### config.mk
export PLATFORM = sky130hd
export DESIGN_NAME = fwd_hazard_unit
export DESIGN_NICKNAME = d
export VERILOG_FILES = /design/src/rtl/fwd_hazard_unit.sv
export SDC_FILE = /design/constraint.sdc
export NUM_CORES = 1
export LEC_CHECK = 0
export ABC_AREA = 1
export CAP_MARGIN = 10
export CORE_MARGIN = 3
export CORE_UTILIZATION = 40
export CTS_BUF_LIST = sky130_fd_sc_hd__clkbuf_4 sky130_fd_sc_hd__clkbuf_8 sky130_fd_sc_hd__clkbuf_16
export CTS_CLUSTER_DIAMETER = 80
export DETAILED_ROUTE_END_ITERATION = 10
export GPL_TIMING_DRIVEN = 0
export MAX_ROUTING_LAYER = met4
export PLACE_DENSITY = 0.67
export SLEW_MARGIN = 20
export SYNTH_ARGS = -nofsm -noshare
export SYNTH_HDL_FRONTEND = slang
export SYNTH_SLANG_ARGS = --single-unit
### constraint.sdc
create_clock -name clk_i -period 1.2 [get_ports clk_i]
set_clock_uncertainty 0.2 [all_clocks]
set_input_delay 0.12 -clock clk_i [delete_from_list [all_inputs] [get_ports clk_i]]
set_output_delay 0.12 -clock clk_i [all_outputs]
set_load 0.05 [all_outputs]
### src/rtl/fwd_hazard_unit.sv
// Operand forwarding and load-use hazard detection for a 5-stage pipeline.
// Optional stall counter output enabled by defining FWD_HAZARD_STALL_CNT_EN.
module fwd_hazard_unit (
  input  logic       clk_i,
  input  logic       rst_i,
  input  logic       id_valid_i,
  input  logic [4:0] id_rs_i,
  input  logic [4:0] id_rt_i,
  input  logic [4:0] id_rd_i,
  input  logic       id_regwrite_i,
  input  logic       id_memread_i,
  input  logic       flush_i,
`ifdef FWD_HAZARD_STALL_CNT_EN
  output logic [31:0] stall_cnt_o,
`endif
  output logic [1:0] forward_a_o,
  output logic [1:0] forward_b_o,
  output logic       stall_o
);

  typedef struct packed {
    logic       valid;
    logic [4:0] rs;
    logic [4:0] rt;
    logic [4:0] rd;
    logic       regwrite;
    logic       memread;
  } ex_rec_t;

  typedef struct packed {
    logic [4:0] rd;
    logic       regwrite;
  } wr_rec_t;

  ex_rec_t ex_q;
  wr_rec_t mem_q;
  wr_rec_t wb_q;
  logic    load_use;
  logic    bubble;

  function automatic logic [1:0] fwd_sel(input logic [4:0] src,
                                          input wr_rec_t mem_r,
                                          input wr_rec_t wb_r);
    logic [1:0] sel;
    sel = 2'd0;
    if (mem_r.regwrite && (mem_r.rd != '0) && (mem_r.rd == src))
      sel = 2'd1;
    else if (wb_r.regwrite && (wb_r.rd != '0) && (wb_r.rd == src))
      sel = 2'd2;
    return sel;
  endfunction

  always_comb begin
    load_use = id_valid_i && ex_q.memread && (ex_q.rd != '0) &&
               ((ex_q.rd == id_rs_i) || (ex_q.rd == id_rt_i));
    stall_o  = load_use && !flush_i && !rst_i;
    bubble   = flush_i || !id_valid_i || load_use;
  end

  // Reset and EX bubbles mask forwarding regardless of stale rs/rt contents.
  always_comb begin
    forward_a_o = 2'd0;
    forward_b_o = 2'd0;
    if (!rst_i && ex_q.valid) begin
      forward_a_o = fwd_sel(ex_q.rs, mem_q, wb_q);
      forward_b_o = fwd_sel(ex_q.rt, mem_q, wb_q);
    end
  end

  always_ff @(posedge clk_i) begin
    if (rst_i) begin
      ex_q  <= '0;
      mem_q <= '0;
      wb_q  <= '0;
    end else begin
      wb_q  <= mem_q;
      mem_q <= '{rd: ex_q.rd, regwrite: ex_q.regwrite};
      if (bubble)
        ex_q <= '0;
      else
        ex_q <= '{valid: 1'b1, rs: id_rs_i, rt: id_rt_i, rd: id_rd_i,
                  regwrite: id_regwrite_i, memread: id_memread_i};
    end
  end

`ifdef FWD_HAZARD_STALL_CNT_EN
  logic [31:0] stall_cnt_q;

  always_ff @(posedge clk_i) begin
    if (rst_i)
      stall_cnt_q <= '0;
    else if (stall_o)
      stall_cnt_q <= stall_cnt_q + 32'd1;
  end

  assign stall_cnt_o = stall_cnt_q;
`endif

endmodule

==> results of run 1 <==
per-stage QoR:
step	setup WS [ps]	hold WS (ps)	power, mW	setup TNS [ps]	std cells
floorplan	-183	-8.78	1.17	-2620	190
global placement	-1190	193	1.27	-18350	259
detailed placement	-1180	196	1.27	-18470	259
CTS	-579	88.6	1.92	-10250	271
global route	-682	93.0	2.02	-13650	276
finish	-571	91.5	1.94	-11590	276
area by class of cell:
cell class                 instances  area (sq um)
fill                             262          1080
buffer                             2          23.8
clock buffer                       7          58.8
inverter                          40           150
clock inverter                     1          5.00
tap                               44          55.1
timing repair buffer              34           400
sequential                        30           634
multi-input combinational        118           748
synth_stat cells (all sizes together):
cell | number | area, sq um
clkbuf | 1 | 3.75
nor2 | 49 | 199
xnor2 | 10 | 87.6
or2 | 1 | 6.26
nand2 | 31 | 126
nand3 | 10 | 50.1
a21oi | 1 | 5.00
nor3 | 3 | 15.0
xor2 | 11 | 96.3
dfxtp | 30 | 601
inv | 40 | 150
buf | 1 | 11.3
o21ai | 2 | 10.0
where the power goes:
part           switching, mW  total [mW]  internal (mW)
combinational          0.118       0.268          0.150
sequential            0.0213        1.03           1.01
clock                  0.333       0.639          0.306
total                  0.472        1.94           1.47
cells by family (layout without fill, tap and decap cells):
logic type | count (synthesis) | count (layout) | synth area share
XOR/XNOR | 21 | 21 | 0.135
flip-flops | 30 | 30 | 0.441
buffers and inverters | 42 | 84 | 0.121
AND/OR/NAND/NOR | 94 | 94 | 0.291
AO/OA/AOI/OAI | 3 | 3 | 0.0110
tightest hold or removal path: stages:
cell	delay, ps
clkdlybuf4s50_1	390
inv_1	50
nor2_1	30
worst paths after layout:
check / from / endpoint
setup / recovery: ex_q[16]$_SDFF_PP0_ / forward_a_o[1]
hold / removal: id_rd_i[1] / ex_q[3]$_SDFF_PP0_
setup reg to reg: ex_q[3]$_SDFF_PP0_ / ex_q[16]$_SDFF_PP0_
hold reg to reg: ex_q[1]$_SDFF_PP0_ / mem_q[0]$_SDFF_PP0_
per-layer routing:
metal  GRT usage  share of wire  up-vias
met3      0.0475          0.046        4
met5           -              0        -
met2       0.242           0.51       30
met4      0.0554          0.016        0
met1       0.157           0.43      507
li1            -              -      636
flip-flops by register name, indices dropped and copies added (netlist names):
name	cells
mem_q	6
wb_q	6
ex_q	18
timing repair:
item                                   4_1_cts  5_1_grt
gates resized for setup                     58       35
hold buffers                                 0        1
endpoints found under the hold margin        0        2
setup endpoints to repair                   23       33
gates cloned                                 1        0
setup buffers                                3        4
pin swaps                                   12        8
==> impl_metrics.csv, run 1 <==
group,metric,value,unit
status,violations,"negative setup slack",
critical_path,reg2reg_slack,-560,ps
final_layout,layout_commonest_cell,"nand2_1",
placed_design,hpwl,1980,um
critical_path,required,880,ps
critical_path,crit_buf_inv,1,
drt,dr.pass1.iters,4,
critical_path,crit_slowest_cell,"dfxtp_2",
floorplan,die_area,0.00414,sq mm
power,power_leakage,1.01,nW
critical_path,arrival,1450,ps
timing,fmax,0.565,GHz
global_route,grt_usage,0.144,
timing,finalSetupViolCount,23,
final_layout,antenna_cells,0,
drt,vias,1177,
synth,synth_cells,190,
timing,grt_setup_unrepaired,"yes",
cts,clock_sinks,30,
global_route,antenna_found_initial,0,
placed_design,gp_congestion,0.766,
drt,drtAntennaViolNets,0,
cts,htree_levels,2,
synth,ys_types,18,
final_layout,final_core_util,0.658,
cts,clock_path_buffers,2,
synth,ys_ff_latch,30,
placed_design,portBuffers,25,
floorplan,row_count,20,
timing,worst-slew-pin-transition,459,ps
cts,cts_buffers,5,
timing,finalCritPeriodShare,1.48,
final_layout,syn_to_final_growth,52.5,%
synth,synth_area,0.00136,sq mm
synth,yosysWarnings,0,
timing,setup_slack,-571,ps
timing,hold_violations,0,
worst_hold_path,min_path_cells,3,
drt,wl,2710,um
drt,route.detailed.drc,0,
timing,maxSlewHeadroom,0.694,
worst_hold_path,min_path_type,"primary input to flop",
cts,cts_root_buffer,"clkbuf_4",
critical_path,crit_path_end_kind,"primary output",
placed_design,placed_cell_area,0.00173,sq mm
floorplan,io-pin-count,26,
critical_path,path_class,"flop to primary output",
critical_path,crit_chain,"xnor2_2, nand2_1, nor3_2, nand3_1, nor2_4, buf_6",
final_layout,drive_gt1_frac,0.397,
final_layout,mostFrequentLayoutCells,"nand2_1, inv_1, nor2_1",
final_layout,nets,252,
floorplan,initial_core_util,0.432,
power,power.density,935,mW/mm^2
synth,ys_seq_area_frac,0.441,
synth,syn_avg_cell_area,7.16,sq um
global_route,grt_start_max_net_pins,11,
cts,clock_latency,330,ps
final_layout,stdcell_area,0.00208,sq mm
critical_path,cp.depth,6,
cts,clk_pin_slew,90,ps
critical_path,slowest_delay,350,ps
timing,finalCriticalPeriod,1770,ps
timing,slew_viol_final,0,
cts,cts_tree,"yes",
global_route,grt_pass1_vias,1091,
critical_path,crit_fanout,2,
floorplan,die_w,64.3,um
run,drv_cap,0,
drt,wire_per_inst,9.81,um
critical_path,cp_top_family,"simple AND/OR/NAND/NOR gates",
floorplan,die_h,64.3,um
status,status,"finished, violations left",
global_route,grt.overflow.total,0,
critical_path,startpoint_type,"flop",
critical_path,reg2reg_depth,13,
drt,routed_via_density,4.26,
floorplan,coreArea,0.00315,sq mm
global_route,grt_pass1_wl,4400,um
synth,synthesis.nets,211,
drt,drt-initial-drc-count,23,
power,ir_drop,591,uV
(Power assumes the default switching activity.)
==> run 2, diff against run 1 <==
--- a/config.mk
+++ b/config.mk
@@ -8,13 +8,13 @@
 export ABC_AREA = 1
 export CAP_MARGIN = 10
 export CORE_MARGIN = 3
-export CORE_UTILIZATION = 40
+export CORE_UTILIZATION = 45
 export CTS_BUF_LIST = sky130_fd_sc_hd__clkbuf_4 sky130_fd_sc_hd__clkbuf_8 sky130_fd_sc_hd__clkbuf_16
 export CTS_CLUSTER_DIAMETER = 80
 export DETAILED_ROUTE_END_ITERATION = 10
 export GPL_TIMING_DRIVEN = 0
 export MAX_ROUTING_LAYER = met4
-export PLACE_DENSITY = 0.67
+export PLACE_DENSITY = 0.73
 export SLEW_MARGIN = 20
 export SYNTH_ARGS = -nofsm -noshare
 export SYNTH_HDL_FRONTEND = slang
==> run 2 against run 1 <==
Effect of this change:
- the run still ends with negative setup slack left
- power grew 0.16%
- global-route usage grew 3.9 points
- worst hold slack got worse by 8.1 ps
- cell count shrank 5.1%
- combinational power is essentially flat
- clock-buffer cell count is 1 lower
- via count up 3.9%
- design area decreased by 1.9%
- routed wire length is 16% higher
- register-to-register slack better by 60 ps
- sequential power hardly changed
- critical path type unchanged
- critical endpoint is now stall_o
- largest cell class unchanged
- largest power group unchanged
==> impl_metrics.csv, run 2 (synthesis results as in run 1) <==
group,metric,value,unit
critical_path,crit_path_end_kind,"primary output",
floorplan,die_w,61,um
floorplan,initial_core_util,0.481,
placed_design,hpwl,2150,um
placed_design,preCtsSetupSlack,-1200,ps
drt,routed_via_density,4.67,
placed_design,portBuffers,25,
global_route,grt.overflow.total,0,
power,power_leakage,1.01,nW
final_layout,fillers,193,
floorplan,row_count,19,
timing,fmax,0.553,GHz
floorplan,io-pin-count,26,
global_route,antenna_found_initial,0,
drt,wl,3130,um
floorplan,die_h,61,um
final_layout,largest-register,"ex_q",
cts,cts_root_buffer,"clkbuf_4",
floorplan,die_area,0.00372,sq mm
critical_path,required,880,ps
power,p_int,1.44,mW
final_layout,drive_gt1_frac,0.381,
status,violations,"negative setup slack",
cts,clock_path_buffers,2,
timing,slew_viol_final,0,
global_route,grt_usage,0.183,
status,status,"finished, violations left",
power,power.density,955,mW/mm^2
worst_hold_path,min_path_type,"primary input to flop",
critical_path,crit_fanout,4,
drt,drt-initial-drc-count,39,
critical_path,reg2reg_depth,11,
final_layout,final_core_util,0.720,
timing,worst-slew-pin-transition,444,ps
timing,finalCritPeriodShare,1.51,
cts,clk_pin_slew,100,ps
timing,setup_slack,-609,ps
drt,wire_per_inst,11.9,um
final_layout,layout_commonest_cell,"nand2_1",
timing,hold_violations,0,
timing,maxSlewHeadroom,0.704,
cts,clock_sinks,30,
timing,finalSetupViolCount,23,
cts,cts_tree,"yes",
run,drv_cap,0,
cts,htree_levels,2,
final_layout,mostFrequentLayoutCells,"nand2_1, inv_1, nor2_1",
critical_path,path_class,"flop to primary output",
final_layout,fin_cells,262,
power,p_sw_frac,0.259,
placed_design,gp_congestion,0.910,
power,p_sw,0.504,mW
timing,setup_tns,-10230,ps
placed_design,placed_cell_area,0.00171,sq mm
timing,finalCriticalPeriod,1810,ps
final_layout,antenna_cells,0,
power,ir_drop,816,uV
floorplan,coreArea,0.00283,sq mm
final_layout,largestRegisters,"ex_q: 18 flops, mem_q: 6 flops, wb_q: 6 flops",
power,seq_power_share,0.533,
drt,route.detailed.drc,0,
placed_design,dp_cells,246,
final_layout,largest_reg_flops,18,
final_layout,stdcell_area,0.00204,sq mm
drt,dr.pass1.iters,4,
drt,drtAntennaViolNets,0,
final_layout,nets,251,
worst_hold_path,min_path_cells,3,
critical_path,startpoint_type,"flop",
cts,clock_latency,340,ps
cts,cts_buffers,5,
drt,vias,1223,
power,power_frac_comb,0.137,
global_route,grt_start_max_net_pins,11,
final_layout,syn_to_final_growth,49.5,%
timing,grt_setup_unrepaired,"yes",
global_route,grt_pass1_vias,1161,
critical_path,arrival,1490,ps
power,p_clk_frac,0.330,
global_route,grt_pass1_wl,4700,um
==> run 2: worst max-delay path: stages (launching register included) <==
cell	delay, ps
dfxtp_4	380
inv_2	50
nand2_1	50
nand2_1	50
nor2_2	130
nand3_1	80
nand2_1	80
nand2_2	80
nor2_4	100
buf_8	150
==> run 2: stage by stage <==
step | hold WS, ps | power (mW)
5_1_grt | 77.9 | 2.04
2_1_floorplan | -8.78 | 1.17
6_report | 83.4 | 1.94
3_3_place_gp | 193 | 1.26
4_1_cts | 74.1 | 1.94
3_5_place_dp | 197 | 1.27
==> run 2: power groups by stage <==
stage / Sequential [mW] / Clock, mW / Combinational [mW]
2_1_floorplan: 1.06 / 0 / 0.113
3_3_place_gp: 1.06 / 0 / 0.202
3_5_place_dp: 1.06 / 0 / 0.208
4_1_cts: 1.04 / 0.661 / 0.243
5_1_grt: 1.04 / 0.712 / 0.290
6_report: 1.04 / 0.641 / 0.267
==> run 2: layer usage <==
| layer | GRT usage | part of all wire | vias up |
|---|---|---|---|
| met5 | - | 0 | - |
| met4 | 0.0960 | 0.045 | 0 |
| met3 | 0.0596 | 0.052 | 16 |
| met2 | 0.321 | 0.53 | 44 |
| met1 | 0.178 | 0.37 | 532 |
| li1 | - | - | 631 |
==> run 2: worst paths after layout <==
kind                 startpoint             endpoint  slack, ps
min reg2reg  ex_q[1]$_SDFF_PP0_  mem_q[0]$_SDFF_PP0_        210
max reg2reg  ex_q[6]$_SDFF_PP0_  ex_q[10]$_SDFF_PP0_       -500
min                  id_rd_i[3]   ex_q[5]$_SDFF_PP0_         80
max          ex_q[6]$_SDFF_PP0_              stall_o       -610
==> run 2: what timing repair did <==
action	CTS	global route
pin swaps	16	6
endpoints found under the hold margin	0	2
setup endpoints to repair	23	33
hold buffers	0	1
cloned	1	0
setup buffers	5	1
resized for setup	67	22
==> run 2: final cells by class <==
type,count,area [sq um],share of cell area
buffer,2,18.8,0.00922
clock buffer,6,51.3,0.0252
clock inverter,2,12.5,0.00615
inverter,40,150,0.0738
multi-input combinational,118,732,0.360
sequential,30,636,0.312
tap,31,38.8,0.0191
timing repair buffer,33,397,0.195
